==> config.mk <==
export PLATFORM = sky130hd
export DESIGN_NAME = dll_tx_seq_framer
export DESIGN_NICKNAME = d
export VERILOG_FILES = /design/src/rtl/pcie_datalink_pkg.sv /design/src/rtl/dll_lcrc32.sv /design/src/rtl/dll_tx_seq_framer.sv
export SDC_FILE = /design/constraint.sdc
export NUM_CORES = 1
export LEC_CHECK = 0
export CORE_MARGIN = 4
export CORE_UTILIZATION = 55
export DETAILED_ROUTE_END_ITERATION = 12
export GPL_TIMING_DRIVEN = 0
export PLACE_DENSITY_LB_ADDON = 0.12
export SLEW_MARGIN = 20
export SYNTH_ARGS = -nofsm -noshare
export SYNTH_HDL_FRONTEND = slang
export SYNTH_SLANG_ARGS = --single-unit
==> constraint.sdc <==
create_clock -name clk_i -period 8.3 [get_ports clk_i]
set_input_delay 1.66 -clock clk_i [delete_from_list [all_inputs] [get_ports clk_i]]
set_output_delay 1.66 -clock clk_i [all_outputs]
set_load 0.005 [all_outputs]
==> src/rtl/pcie_datalink_pkg.sv <==
// rtl/pcie_datalink_pkg.sv - shared DLL sequence/LCRC types and constants
package pcie_datalink_pkg;

    localparam int          SEQ_W          = 12;
    localparam int          SEQ_WINDOW     = 2048;
    localparam logic [31:0] LCRC_INIT      = 32'hFFFF_FFFF;
    // 04C11DB7 bit-reversed: the CRC register shifts LSB-first
    localparam logic [31:0] LCRC_POLY_REFL = 32'hEDB8_8320;

    typedef logic [SEQ_W-1:0] seq_t;

    typedef enum logic [1:0] {
        IDLE = 2'd0,
        HDR  = 2'd1,
        DATA = 2'd2,
        LCRC = 2'd3
    } framer_state_e;

    typedef struct packed {
        framer_state_e state;
        seq_t          next_tx_seq;
        seq_t          ackd_seq;
    } framer_regs_t;

    function automatic seq_t seq_outstanding(input seq_t next_seq, input seq_t ackd_seq);
        return next_seq - ackd_seq - seq_t'(1);
    endfunction

endpackage

==> src/rtl/dll_lcrc32.sv <==
// rtl/dll_lcrc32.sv - CRC-32 accumulator, up to one DW per cycle, byte 0 = data_i[7:0]
module dll_lcrc32
    import pcie_datalink_pkg::*;
(
    input  logic        clk_i,
    input  logic        rst_i,
    input  logic        init_i,
    input  logic        en_i,
    input  logic [31:0] data_i,
    input  logic [2:0]  nbytes_i,
    output logic [31:0] crc_o
);

    logic [31:0] r_crc;
    logic [31:0] w_next;

    // init_i folds the first bytes on top of the seed so the header beat needs no extra cycle
    always_comb begin
        w_next = init_i ? LCRC_INIT : r_crc;
        for (int i = 0; i < 32; i++) begin
            if (i < 8 * int'(nbytes_i)) begin
                if (w_next[0] ^ data_i[i]) begin
                    w_next = (w_next >> 1) ^ LCRC_POLY_REFL;
                end else begin
                    w_next = w_next >> 1;
                end
            end
        end
    end

    always_ff @(posedge clk_i) begin
        if (rst_i) begin
            r_crc <= LCRC_INIT;
        end else if (en_i) begin
            r_crc <= w_next;
        end
    end

    assign crc_o = r_crc;

endmodule

==> src/rtl/dll_tx_seq_framer.sv <==
// rtl/dll_tx_seq_framer.sv - DLL transmit framer: seq header + TLP + LCRC toward retry FIFO
module dll_tx_seq_framer
    import pcie_datalink_pkg::*;
#(
    parameter int DATA_WIDTH = 32,
    parameter int KEEP_WIDTH = DATA_WIDTH / 8,
    parameter int USER_WIDTH = 1
) (
    input  logic                  clk_i,
    input  logic                  rst_i,
    input  logic [DATA_WIDTH-1:0] s_axis_tdata,
    input  logic [KEEP_WIDTH-1:0] s_axis_tkeep,
    input  logic                  s_axis_tvalid,
    input  logic                  s_axis_tlast,
    input  logic [USER_WIDTH-1:0] s_axis_tuser,
    output logic                  s_axis_tready,
    output logic [DATA_WIDTH-1:0] m_axis_tdata,
    output logic [KEEP_WIDTH-1:0] m_axis_tkeep,
    output logic                  m_axis_tvalid,
    output logic                  m_axis_tlast,
    output logic [USER_WIDTH-1:0] m_axis_tuser,
    input  logic                  m_axis_tready,
    input  logic                  ack_valid_i,
    input  logic [SEQ_W-1:0]      ack_seq_i,
    input  logic                  replay_busy_i,
    output logic [SEQ_W-1:0]      next_tx_seq_o,
    output logic [SEQ_W-1:0]      ackd_seq_o,
    output logic                  window_full_o
);

    framer_regs_t r_q;
    framer_regs_t w_d;
    seq_t         w_outstanding;
    seq_t         w_ack_dist;
    logic         w_window_full;
    logic         w_crc_init;
    logic         w_crc_en;
    logic [2:0]   w_crc_nbytes;
    logic [31:0]  w_crc_data;
    logic [31:0]  w_crc;

    assign w_outstanding = seq_outstanding(r_q.next_tx_seq, r_q.ackd_seq);
    assign w_window_full = (w_outstanding >= seq_t'(SEQ_WINDOW));
    assign w_ack_dist    = r_q.next_tx_seq - seq_t'(1) - ack_seq_i;
    assign w_crc_data    = (r_q.state == HDR) ? 32'(r_q.next_tx_seq) : s_axis_tdata[31:0];

    dll_lcrc32 u_lcrc (
        .clk_i    (clk_i),
        .rst_i    (rst_i),
        .init_i   (w_crc_init),
        .en_i     (w_crc_en),
        .data_i   (w_crc_data),
        .nbytes_i (w_crc_nbytes),
        .crc_o    (w_crc)
    );

    always_comb begin
        w_d           = r_q;
        s_axis_tready = 1'b0;
        m_axis_tdata  = '0;
        m_axis_tkeep  = '0;
        m_axis_tvalid = 1'b0;
        m_axis_tlast  = 1'b0;
        m_axis_tuser  = '0;
        w_crc_init    = 1'b0;
        w_crc_en      = 1'b0;
        w_crc_nbytes  = 3'd4;

        case (r_q.state)
            IDLE: begin
                if (s_axis_tvalid && !replay_busy_i && !w_window_full) begin
                    w_d.state = HDR;
                end
            end
            HDR: begin
                m_axis_tdata  = DATA_WIDTH'(r_q.next_tx_seq);
                m_axis_tkeep  = '1;
                m_axis_tvalid = 1'b1;
                if (m_axis_tready) begin
                    w_crc_init   = 1'b1;
                    w_crc_en     = 1'b1;
                    w_crc_nbytes = 3'd2;
                    w_d.state    = DATA;
                end
            end
            DATA: begin
                m_axis_tdata  = s_axis_tdata;
                m_axis_tkeep  = s_axis_tkeep;
                m_axis_tvalid = s_axis_tvalid;
                m_axis_tuser  = s_axis_tuser;
                s_axis_tready = m_axis_tready;
                if (s_axis_tvalid && m_axis_tready) begin
                    w_crc_en = 1'b1;
                    if (s_axis_tlast) begin
                        w_d.state = LCRC;
                    end
                end
            end
            LCRC: begin
                m_axis_tdata  = DATA_WIDTH'(~w_crc);
                m_axis_tkeep  = '1;
                m_axis_tvalid = 1'b1;
                m_axis_tlast  = 1'b1;
                if (m_axis_tready) begin
                    w_d.next_tx_seq = r_q.next_tx_seq + seq_t'(1);
                    w_d.state       = IDLE;
                end
            end
            default: w_d.state = IDLE;
        endcase

        // Only sequence numbers actually in flight may retire; stale or future ACKs fall outside
        if (ack_valid_i && (w_ack_dist < w_outstanding)) begin
            w_d.ackd_seq = ack_seq_i;
        end
    end

    always_ff @(posedge clk_i) begin
        if (rst_i) begin
            r_q.state       <= IDLE;
            r_q.next_tx_seq <= '0;
            r_q.ackd_seq    <= '1;
        end else begin
            r_q <= w_d;
        end
    end

    assign next_tx_seq_o = r_q.next_tx_seq;
    assign ackd_seq_o    = r_q.ackd_seq;
    assign window_full_o = w_window_full;

endmodule

==> out/qor.csv <==
metric,value,unit
Worst-path clk slew,0.06,ns
CTS Buf Count,9,
std cell rows,45,
vias in the first global route,7339,
total gr overflow,0,
DR vias,7717,
first-pass GRT wire length,43400,µm
Clock Sinks,58,
Slew @ Worst Pin,0.917,ns
Setup crit end kind,flop,
Finished Layout Cells,1358,
fmax,142,MHz
Resize count post-CTS,0,
initial antenna violation count,0,
outcome,"finished, final reports clean",
core area,15400,µm²
arrival time worst endpoint,7.22,ns
FF-to-FF Start,r_q[25]$_SDFFE_PP0P_,
hold path depth,2,
H-tree depth,3,
Boundary Pins,121,
Critical Path RT,8.50,ns
Post-synth EDFFs,0,
"Distinct cells, synth",61,
RSZ-0062 raised after global routing,false,
Vias/cell,5.68,
Worst-Skew Late Latency,0.33,ns
DR iter-0 viols,772,
Synth Area per Inst,8.60,µm²
Post-Place Cell Area,10200,µm²
Syn Std Cell Area,8710,µm²
die width,134,µm
Setup WS pre-CTS,1.06,ns
Final period util,0.846,
Setup Skew,0.0114,ns
Final Instance Area,10500,µm²
Ys Warns,0,
synthesized instance count,1013,
Final WS setup,1.28,ns
final slew viol count,0,
largest fanout on the critical path,8,
"Hold Vio Cnt, Final",0,
filler cell count,1336,
Hold EP,u_lcrc.crc_o[15]$_SDFFE_PP1P_,
DRT antenna net count,0,
Yosys top cell by area,xnor2_1,
Total Neg Setup Slack,0,ns
hold buffer count at cts,0,
syn_nets,1111,
largest net degree at the start of global routing,11,
#FFs+latches synth,58,
sequential area share after synthesis,0.133,
gpl congestion,0.999,
synthesis-to-layout area growth,20.5,%
Residual DRC,0,
relative max-transition margin,0.384,
R2R Setup Slk,1.94,ns
dominant synthesized flop cell,dfxtp_1,
ANT cells,0,
async set-reset flop share out of synthesis,0,
placed cells,1343,
Starting Density,0.567,
worst hold path class,flop to flop,
WS Path Type,input pin to flop,
top-area cell type share of the netlist area,0.189,
Reg-to-Reg End,u_lcrc.crc_o[19]$_SDFFE_PP1P_,
die area,17900,µm²
Longest Clk Path Bufs,2,
die height,134,µm
hold path start,u_lcrc.crc_o[15]$_SDFFE_PP1P_,
wire per inst,21.0,µm
Tmin final,7.02,ns
post-detail-place hpwl,23300,µm
postcts setup bufs,0,
Final nets,1241,
CTS tree,yes,
crit start category,input pin,
max-cap viol count,0,
Synth area leaders,"xnor2_1 (19%), dfxtp_1 (13%), xor2_1 (6.4%), ha_1 (5.7%), xnor3_1 (5.4%)",
final setup violating endpoints,0,
Root Buffer,clkbuf_16,
worst reg-to-reg path cell count,20,
Global Route Usage Sum,0.317,
drt first pass iters,6,
final wirelength,28500,µm
ratio of cells with drive above 1 in the final layout,0.0994,
# port buffers,119,
## layout make-up
| class | count | area [µm²] | area share |
|---|---|---|---|
| Clock buffer | 11 | 253 | 0.0241 |
| Buffer | 76 | 430 | 0.0410 |
| Multi-Input combinational cell | 824 | 6910 | 0.659 |
| Sequential cell | 58 | 1160 | 0.111 |
| Inverter | 55 | 206 | 0.0197 |
| Timing Repair Buffer | 119 | 1190 | 0.113 |
| Clock inverter | 4 | 75.1 | 0.00715 |
| Tap cell | 211 | 264 | 0.0252 |
## worst max-delay path by stage
| stage | from | end | slack (ns) |
|---|---|---|---|
| after floorplan | m_axis_tready | u_lcrc.crc_o[19]$_SDFFE_PP1P_ | 2.16 |
| after global placement | s_axis_tdata[6] | u_lcrc.crc_o[19]$_SDFFE_PP1P_ | 1.05 |
| after detailed placement | s_axis_tdata[6] | u_lcrc.crc_o[19]$_SDFFE_PP1P_ | 1.06 |
| after CTS | s_axis_tdata[6] | u_lcrc.crc_o[19]$_SDFFE_PP1P_ | 1.39 |
| after global routing | s_axis_tdata[6] | u_lcrc.crc_o[13]$_SDFFE_PP1P_ | 1.17 |
| final | s_axis_tdata[6] | u_lcrc.crc_o[19]$_SDFFE_PP1P_ | 1.28 |
## sequential cells by signal, indices dropped and copies added (netlist names)
register and count:
r_q 2, next_tx_seq_o 12, ackd_seq_o 12, u_lcrc.crc_o 32
## per-layer routing
layer | up-vias | part of all wire | track usage
met5 | - | 0 | 0
met3 | 42 | 0.11 | 0.0705
li1 | 3611 | - | -
met4 | 0 | 0.018 | 0.0697
met2 | 392 | 0.43 | 0.487
met1 | 3672 | 0.43 | 0.457
## cell families (layout without fill, tap and decap cells)
group	after synthesis	in the layout	synth area share
XOR/XNOR	318	318	0.415
flip-flops	58	58	0.133
multiplexers	22	22	0.0360
buffers and inverters	131	265	0.0731
AO/OA/AOI/OAI	204	204	0.155
adder cells (fa/ha/maj)	42	42	0.0620
AND/OR/NAND/NOR	238	238	0.126
## cell usage after synthesis, types with 3 or more instances
library cell  count
ha_1             40
clkbuf_1         36
nand3_1          11
xor2_1           64
xor2_4            7
nand2b_1         30
o211ai_1         25
or3_1             5
buf_1             7
o21bai_1         13
o211a_1           3
o21ai_1          11
a21o_1           10
and3_1            6
mux2i_4           6
buf_4            25
mux2i_1          11
xor2_2            7
nand2_1          89
mux2i_2           5
a222oi_1         12
and2_1            5
a21oi_1          74
nor2_1           63
nor3_1            6
o21ai_0          20
nor2b_1          18
a211oi_1          5
buf_6             5
xnor2_2          17
xor3_1            6
xnor2_1         188
dfxtp_1          58
xnor2_4           5
a21oi_2          10
inv_1            55
a31oi_1           6
xnor3_1          21
## critical path, cell delays in order
cell             delay [ns]
clkdlybuf4s50_1        0.55
mux2i_4                0.12
xnor2_4                0.38
xnor3_1                0.60
xnor2_2                0.49
xnor2_2                0.29
xnor2_1                0.79
xnor3_1                0.57
o21ai_2                0.23
xor2_4                 0.38
a31oi_1                0.14
o22ai_1                0.26
a31oi_4                0.11
xnor3_1                0.38
a21oi_1                0.18
o21ai_1                0.08
## cells in the final DEF (no fill, tap or decap), types with 30 or more instances in the layout
cell type and n:
clkdlybuf4s50_1 119, xnor2_1 188, nor2_1 63, xor2_1 64, clkbuf_1 36, ha_1 40, inv_1 55, dfxtp_1 58
nand2_1 89, a21oi_1 74, nand2b_1 30
## metrics by stage
step / util / hold slack (ns)
floorplan: - / 0.453
global placement: 0.661 / 0.475
detailed placement: 0.661 / 0.483
CTS: 0.683 / 0.499
global route: 0.683 / 0.536
finish: 0.683 / 0.498
Power is not shown: default switching activity piles up to over one toggle a cycle in this logic, so the estimate is an artifact.
